===== src/rtl/wb_bus_arbiter.sv =====
// wb_bus_arbiter
//   Round-robin arbiter sharing one Wishbone slave port between NMASTERS
//   masters. A grant is held for a whole wb_cyc burst. A watchdog ends any
//   stalled strobe with an error to the owner so a dead slave cannot lock
//   the bus.
//
// Ports
//   ahb_hclk, ahb_hreset         clock, asynchronous active-low reset
//   m_cyc_i/m_stb_i/m_we_i       per-master controls (one bit per master)
//   m_adr_i/m_sel_i/m_dat_i      packed per-master address/select/write data
//   m_dat_o                      read data broadcast to all masters
//   m_ack_o/m_err_o/m_rty_o      per-master terminations (owner only)
//   s_*                          single slave port
//   gnt_o                        registered one-hot grant
//   timeout_o                    one-cycle pulse when the watchdog fires
//
// state | meaning
// IDLE  | no owner; pick next requester round-robin from the pointer
// GRANT | owner g drives the slave; terminations routed to g; watchdog runs
// ABORT | watchdog fired; slave port idled, terminations dropped until g drops cyc
module wb_bus_arbiter #(
  parameter int AWIDTH   = 8,
  parameter int DWIDTH   = 32,
  parameter int NMASTERS = 2,
  parameter int TIMEOUT  = 16
) (
  input  logic                       ahb_hclk,
  input  logic                       ahb_hreset,
  input  logic [NMASTERS-1:0]        m_cyc_i,
  input  logic [NMASTERS-1:0]        m_stb_i,
  input  logic [NMASTERS-1:0]        m_we_i,
  input  logic [NMASTERS*AWIDTH-1:0] m_adr_i,
  input  logic [NMASTERS*4-1:0]      m_sel_i,
  input  logic [NMASTERS*DWIDTH-1:0] m_dat_i,
  output logic [DWIDTH-1:0]          m_dat_o,
  output logic [NMASTERS-1:0]        m_ack_o,
  output logic [NMASTERS-1:0]        m_err_o,
  output logic [NMASTERS-1:0]        m_rty_o,
  output logic                       s_cyc_o,
  output logic                       s_stb_o,
  output logic                       s_we_o,
  output logic [AWIDTH-1:0]          s_adr_o,
  output logic [3:0]                 s_sel_o,
  output logic [DWIDTH-1:0]          s_dat_o,
  input  logic [DWIDTH-1:0]          s_dat_i,
  input  logic                       s_ack_i,
  input  logic                       s_err_i,
  input  logic                       s_rty_i,
  output logic [NMASTERS-1:0]        gnt_o,
  output logic                       timeout_o
);

  localparam int IW = (NMASTERS > 2) ? 2 : 1;

  typedef enum logic [1:0] {IDLE, GRANT, ABORT} state_t;

  state_t                state_q, state_d;
  logic [NMASTERS-1:0]   gnt_q, gnt_d;
  logic [IW-1:0]         idx_q, idx_d;
  logic [IW-1:0]         ptr_q, ptr_d;
  logic [7:0]            wdog_q, wdog_d;

  logic [IW-1:0]         pick;
  logic                  found;
  logic [IW:0]           cand;
  logic                  cand_req;

  logic                  cyc_g, stb_g, we_g;
  logic [AWIDTH-1:0]     adr_g;
  logic [3:0]            sel_g;
  logic [DWIDTH-1:0]     dat_g;
  logic                  term;
  logic                  fire;

  assign gnt_o   = gnt_q;
  assign m_dat_o = s_dat_i;
  assign term    = s_ack_i | s_err_i | s_rty_i;

  // Signals of the current owner, selected by the stored grant index.
  always_comb begin
    cyc_g = 1'b0;
    stb_g = 1'b0;
    we_g  = 1'b0;
    adr_g = '0;
    sel_g = '0;
    dat_g = '0;
    for (int k = 0; k < NMASTERS; k++) begin
      if (idx_q == IW'(k)) begin
        cyc_g = m_cyc_i[k];
        stb_g = m_stb_i[k];
        we_g  = m_we_i[k];
        adr_g = m_adr_i[k*AWIDTH +: AWIDTH];
        sel_g = m_sel_i[k*4 +: 4];
        dat_g = m_dat_i[k*DWIDTH +: DWIDTH];
      end
    end
  end

  // First requester at or after the round-robin pointer, wrapping.
  always_comb begin
    found    = 1'b0;
    pick     = '0;
    cand     = '0;
    cand_req = 1'b0;
    for (int i = 0; i < NMASTERS; i++) begin
      cand = {1'b0, ptr_q} + (IW+1)'(i);
      if (cand >= (IW+1)'(NMASTERS))
        cand = cand - (IW+1)'(NMASTERS);
      cand_req = 1'b0;
      for (int k = 0; k < NMASTERS; k++)
        if (cand[IW-1:0] == IW'(k))
          cand_req = m_cyc_i[k];
      if (!found && cand_req) begin
        found = 1'b1;
        pick  = cand[IW-1:0];
      end
    end
  end

  always_comb begin
    state_d   = state_q;
    gnt_d     = gnt_q;
    idx_d     = idx_q;
    ptr_d     = ptr_q;
    wdog_d    = wdog_q;
    s_cyc_o   = 1'b0;
    s_stb_o   = 1'b0;
    s_we_o    = 1'b0;
    s_adr_o   = '0;
    s_sel_o   = '0;
    s_dat_o   = '0;
    m_ack_o   = '0;
    m_err_o   = '0;
    m_rty_o   = '0;
    timeout_o = 1'b0;
    fire      = 1'b0;

    case (state_q)
      IDLE: begin
        if (found) begin
          state_d = GRANT;
          idx_d   = pick;
          wdog_d  = '0;
          gnt_d   = '0;
          for (int k = 0; k < NMASTERS; k++)
            if (pick == IW'(k))
              gnt_d[k] = 1'b1;
          ptr_d = (pick == IW'(NMASTERS-1)) ? '0 : pick + 1'b1;
        end
      end

      GRANT: begin
        s_cyc_o = cyc_g;
        s_stb_o = stb_g;
        s_we_o  = we_g;
        s_adr_o = adr_g;
        s_sel_o = sel_g;
        s_dat_o = dat_g;
        // A real termination in the last watchdog cycle takes precedence.
        fire      = stb_g && !term && (wdog_q == 8'(TIMEOUT-1));
        timeout_o = fire;
        for (int k = 0; k < NMASTERS; k++) begin
          if (idx_q == IW'(k)) begin
            m_ack_o[k] = s_ack_i;
            m_err_o[k] = s_err_i | fire;
            m_rty_o[k] = s_rty_i;
          end
        end
        if (!cyc_g) begin
          state_d = IDLE;
          gnt_d   = '0;
          wdog_d  = '0;
        end else if (fire) begin
          state_d = ABORT;
          wdog_d  = '0;
        end else if (stb_g && !term) begin
          wdog_d = wdog_q + 8'd1;
        end else begin
          wdog_d = '0;
        end
      end

      ABORT: begin
        if (!cyc_g) begin
          state_d = IDLE;
          gnt_d   = '0;
        end
      end

      default: begin
        state_d = IDLE;
        gnt_d   = '0;
      end
    endcase
  end

  always_ff @(posedge ahb_hclk or negedge ahb_hreset) begin
    if (!ahb_hreset) begin
      state_q <= IDLE;
      gnt_q   <= '0;
      idx_q   <= '0;
      ptr_q   <= '0;
      wdog_q  <= '0;
    end else begin
      state_q <= state_d;
      gnt_q   <= gnt_d;
      idx_q   <= idx_d;
      ptr_q   <= ptr_d;
      wdog_q  <= wdog_d;
    end
  end

endmodule


===== config.mk =====
export PLATFORM = sky130hd
export DESIGN_NAME = wb_bus_arbiter
export DESIGN_NICKNAME = d
export VERILOG_FILES = /design/src/rtl/wb_bus_arbiter.sv
export SDC_FILE = /design/constraint.sdc
export NUM_CORES = 1
export LEC_CHECK = 0
export ABC_CLOCK_PERIOD_IN_PS = 5200
export CAP_MARGIN = 10
export CORE_AREA = 2 2 84 86
export DETAILED_ROUTE_END_ITERATION = 10
export DIE_AREA = 0 0 86 88
export GPL_ROUTABILITY_DRIVEN = 0
export PLACE_DENSITY = 0.83
export SYNTH_ARGS = -nofsm -noshare
export SYNTH_HDL_FRONTEND = slang
export SYNTH_SLANG_ARGS = --single-unit

===== constraint.sdc =====
create_clock -name ahb_hclk -period 5.2 [get_ports ahb_hclk]
set_clock_uncertainty 0.05 [all_clocks]
set_input_delay 1.56 -clock ahb_hclk [delete_from_list [all_inputs] [get_ports ahb_hclk]]
set_output_delay 1.56 -clock ahb_hclk [all_outputs]
set_load 0.02 [all_outputs]

==> impl_metrics.prom <==
# TYPE chip_impl_metric gauge
chip_impl_metric{name="antennaDiodeCount",unit=""} 0
chip_impl_metric{name="switching_power",unit="W"} 0.000658
chip_impl_metric{name="synth_cell_type_count",unit=""} 38
chip_impl_metric{name="synthCells",unit=""} 229
chip_impl_metric{name="design.core.area",unit="um^2"} 6640
chip_impl_metric{name="synth.net_count",unit=""} 364
chip_impl_metric{name="floorplan.rows",unit=""} 30
chip_impl_metric{name="number_of_global_route_vias_before_repair",unit=""} 1959
chip_impl_metric{name="report.final.setup_viol",unit=""} 0
chip_impl_metric{name="cap_viol_max_count",unit=""} 0
chip_impl_metric{name="numPortBuffers",unit=""} 154
chip_impl_metric{name="leakage",unit="nW"} 1.43
chip_impl_info{name="startpoint_kind_of_the_worst_setup_timing_path",value="input port"} 1
chip_impl_metric{name="grt_max_degree",unit=""} 54
chip_impl_metric{name="cts_max_level",unit=""} 1
chip_impl_metric{name="grt_antenna_before_repair",unit=""} 0
chip_impl_metric{name="crit_arrival",unit="ns"} 3.28
chip_impl_metric{name="dr.pass1.iters",unit=""} 4
chip_impl_metric{name="postCtsHoldBufs",unit=""} 0
chip_impl_metric{name="initial_core_util",unit=""} 0.269
chip_impl_metric{name="max-slew-margin-rel",unit=""} 0.453
chip_impl_metric{name="layout-area-overhead-vs-synth",unit="%"} 81.0
chip_impl_metric{name="place.detailed.instances",unit=""} 423
chip_impl_metric{name="multi_input_comb_area",unit="um^2"} 1120
chip_impl_metric{name="synth_seq_cells",unit=""} 14
chip_impl_metric{name="grt_overflow",unit=""} 0
chip_impl_metric{name="post-layout-total-power",unit="W"} 0.00140
chip_impl_metric{name="share_clk_of_total_power",unit=""} 0.076
chip_impl_metric{name="critical_path.max_fanout",unit=""} 3
chip_impl_info{name="grt_setup_unrepaired",value="false"} 1
chip_impl_info{name="end_kind",value="output pin"} 1
chip_impl_metric{name="fillers",unit=""} 634
chip_impl_metric{name="postRouteAntennaNets",unit=""} 0
chip_impl_metric{name="final_net_count",unit=""} 483
chip_impl_metric{name="dr_total_vias",unit=""} 1962
chip_impl_metric{name="clk_latency",unit="ns"} 0.25
chip_impl_metric{name="die_width",unit="um"} 86
chip_impl_metric{name="initialDrtViolationCount",unit=""} 82
chip_impl_metric{name="setup_tns",unit="ns"} 0
chip_impl_metric{name="layout.core_utilization",unit=""} 0.487
chip_impl_metric{name="post-route-period-util",unit=""} 0.941
chip_impl_metric{name="dieArea",unit="um^2"} 7570
chip_impl_metric{name="placedInstanceArea",unit="um^2"} 3170
chip_impl_info{name="hold_class",value="flop to flop"} 1
chip_impl_metric{name="pwr_density_cell",unit="nW/um^2"} 431
chip_impl_metric{name="layoutNonFillerInstCount",unit=""} 427
chip_impl_info{name="yosys-top-cells-area",value="sky130_fd_sc_hd__mux2i_1 (26%), sky130_fd_sc_hd__dfrtp_1 (20%), sky130_fd_sc_hd__buf_4 (14%)"} 1
chip_impl_metric{name="final-hold-violation-count",unit=""} 0
chip_impl_metric{name="worst_ep_required_time",unit="ns"} 3.59
chip_impl_metric{name="cts_made_buffers",unit=""} 3
chip_impl_metric{name="first_pass_grt_wire_length",unit="um"} 9390
chip_impl_metric{name="max_buffers_root_to_sink",unit=""} 2
chip_impl_metric{name="yosysSeqAreaShare",unit=""} 0.196
chip_impl_metric{name="clk_pin_slew",unit="ns"} 0.06
chip_impl_metric{name="drc",unit=""} 0
chip_impl_metric{name="synth_enable_flop_cells",unit=""} 0
chip_impl_metric{name="fmax",unit="GHz"} 0.204
chip_impl_info{name="result_of_the_run",value="finished, final reports clean"} 1
chip_impl_info{name="dominantRegCellSynth",value="sky130_fd_sc_hd__dfrtp_1"} 1
chip_impl_metric{name="mapped_avg_cell_area",unit="um^2"} 7.81
chip_impl_metric{name="synthDominantCellAreaShare",unit=""} 0.258
chip_impl_metric{name="yosys_warnings",unit=""} 0
chip_impl_metric{name="fraction_of_final_layout_cells_sized_beyond_drive_strength_1",unit=""} 0.0519
chip_impl_info{name="cts_root_buffer",value="sky130_fd_sc_hd__clkbuf_8"} 1
chip_impl_metric{name="grt.total_usage",unit=""} 0.152
chip_impl_info{name="final_common_cell",value="sky130_fd_sc_hd__clkdlybuf4s50_1"} 1
chip_impl_metric{name="internal_cell_power",unit="W"} 0.000738
chip_impl_metric{name="post-route-min-period",unit="ns"} 4.89
chip_impl_metric{name="syn_area",unit="um^2"} 1790
chip_impl_metric{name="layout.cell_area.non_filler",unit="um^2"} 3240
chip_impl_info{name="cts_tree",value="done"} 1
chip_impl_metric{name="wl_per_cell",unit="um"} 14.4
chip_impl_metric{name="post-dp-hpwl",unit="um"} 5200
chip_impl_metric{name="slew_viol_final",unit=""} 0
chip_impl_metric{name="drt-total-wl",unit="um"} 6170
chip_impl_metric{name="pin_count",unit=""} 219
chip_impl_metric{name="regArea",unit="um^2"} 352
chip_impl_metric{name="p_seq_frac",unit=""} 0.104
chip_impl_metric{name="cts_resized",unit=""} 2
chip_impl_metric{name="postCtsSetupBuffers",unit=""} 0
chip_impl_metric{name="swShare",unit=""} 0.471
chip_impl_metric{name="synthArstFlopShare",unit=""} 1.00
chip_impl_metric{name="detail_route.vias_per_cell",unit=""} 4.59
chip_impl_info{name="critPathKind",value="input port to output pin"} 1
chip_impl_metric{name="die_h",unit="um"} 88
chip_impl_info{name="synth_area_leader_cell",value="sky130_fd_sc_hd__mux2i_1"} 1
chip_impl_metric{name="cts_num_sinks",unit=""} 14
chip_impl_metric{name="max-vdd-ir-drop",unit="mV"} 0.185
chip_impl_info{name="mostFrequentLayoutCells",value="sky130_fd_sc_hd__clkdlybuf4s50_1 (151), sky130_fd_sc_hd__nor2_1 (52), sky130_fd_sc_hd__mux2i_1 (46)"} 1
chip_impl_metric{name="combPwrFrac",unit=""} 0.819
chip_impl_metric{name="max_slew.worst_pin.slew",unit="ns"} 0.819
==> logic make-up after synthesis <==
| family | synth area share |
|---|---|
| AOI/OAI and AO/OA | 0.0854 |
| xor gates and xnor gates | 0.00490 |
| adders and majority gates | 0.0280 |
| buffers and inverters | 0.180 |
| DFF | 0.196 |
| muxes | 0.270 |
| and+or+nand+nor | 0.236 |
==> path summary, 6_finish.rpt <==
check / startpoint / endpoint / slack, ns / cells past startpoint
max: s_ack_i / m_err_o[0] / 0.31 / 6
max in group asynchronous: ahb_hreset / idx_q / 2.98 / 1
min: ptr_q / ptr_q / 0.45 / 1
max reg2reg: idx_q / wdog_q[3] / 2.82 / 5
min in group asynchronous: ahb_hreset / gnt_o[0] / 1.66 / 1
min reg2reg: ptr_q / ptr_q / 0.45 / 1
==> per-layer routing <==
layer  wire, um  part of all wire  vias up  global-route usage
met4          8            0.0013        0              0.0115
met3        537             0.087        2              0.0386
met2       3400              0.55       98               0.300
li1           -                 -      985                   -
met1       2220              0.36      877               0.171
met5          0                 0        -                   0
==> cells in the mapped netlist, drive strengths merged, types with 3 or more instances <==
| master | n |
|---|---|
| nor3b | 3 |
| a21oi | 8 |
| nor2 | 52 |
| ha | 4 |
| inv | 6 |
| nand2 | 11 |
| a31oi | 6 |
| nand3 | 4 |
| mux2i | 46 |
| clkbuf | 7 |
| buf | 38 |
| o21ai | 3 |
| dfrtp | 14 |
==> power groups by stage <==
stage          logic, W  clock network (W)  registers, W
2_1_floorplan  0.000698                  0      0.000150
3_3_place_gp    0.00115                  0      0.000145
3_5_place_dp    0.00116                  0      0.000147
4_1_cts         0.00116           0.000111      0.000146
5_1_grt         0.00123           0.000113      0.000148
6_report        0.00114           0.000106      0.000146
==> worst max-delay path, cell delays in order <==
cell and delay [ns]:
sky130_fd_sc_hd__clkdlybuf4s50_1 0.43, sky130_fd_sc_hd__or3_4 0.42, sky130_fd_sc_hd__nor4b_4 0.31, sky130_fd_sc_hd__nor2_1 0.09, sky130_fd_sc_hd__nor3_1 0.12, sky130_fd_sc_hd__dlygate4sd2_1 0.35
==> through the flow <==
step	hold slack [ns]	worst slack, ns
after global routing	0.493	0.208
after floorplan	0.409	0.735
after global placement	0.426	-0.0170
after detailed placement	0.448	-0.0492
after CTS	0.455	0.0522
final	0.452	0.308
==> registers in the layout, summed over array words and instances, names as in the netlist <==
signal   cells
wdog_q       8
gnt_o        2
state_q      2
idx_q        1
ptr_q        1
==> final cells by class <==
cell class | count | area share
Sequential cell | 14 | 0.109
Tap cell | 80 | 0.0309
Inverter | 6 | 0.00696
Timing Repair Buffer | 159 | 0.489
Clock buffer | 4 | 0.0170
Multi-Input combinational cell | 164 | 0.348
(Power assumes the default switching activity.)
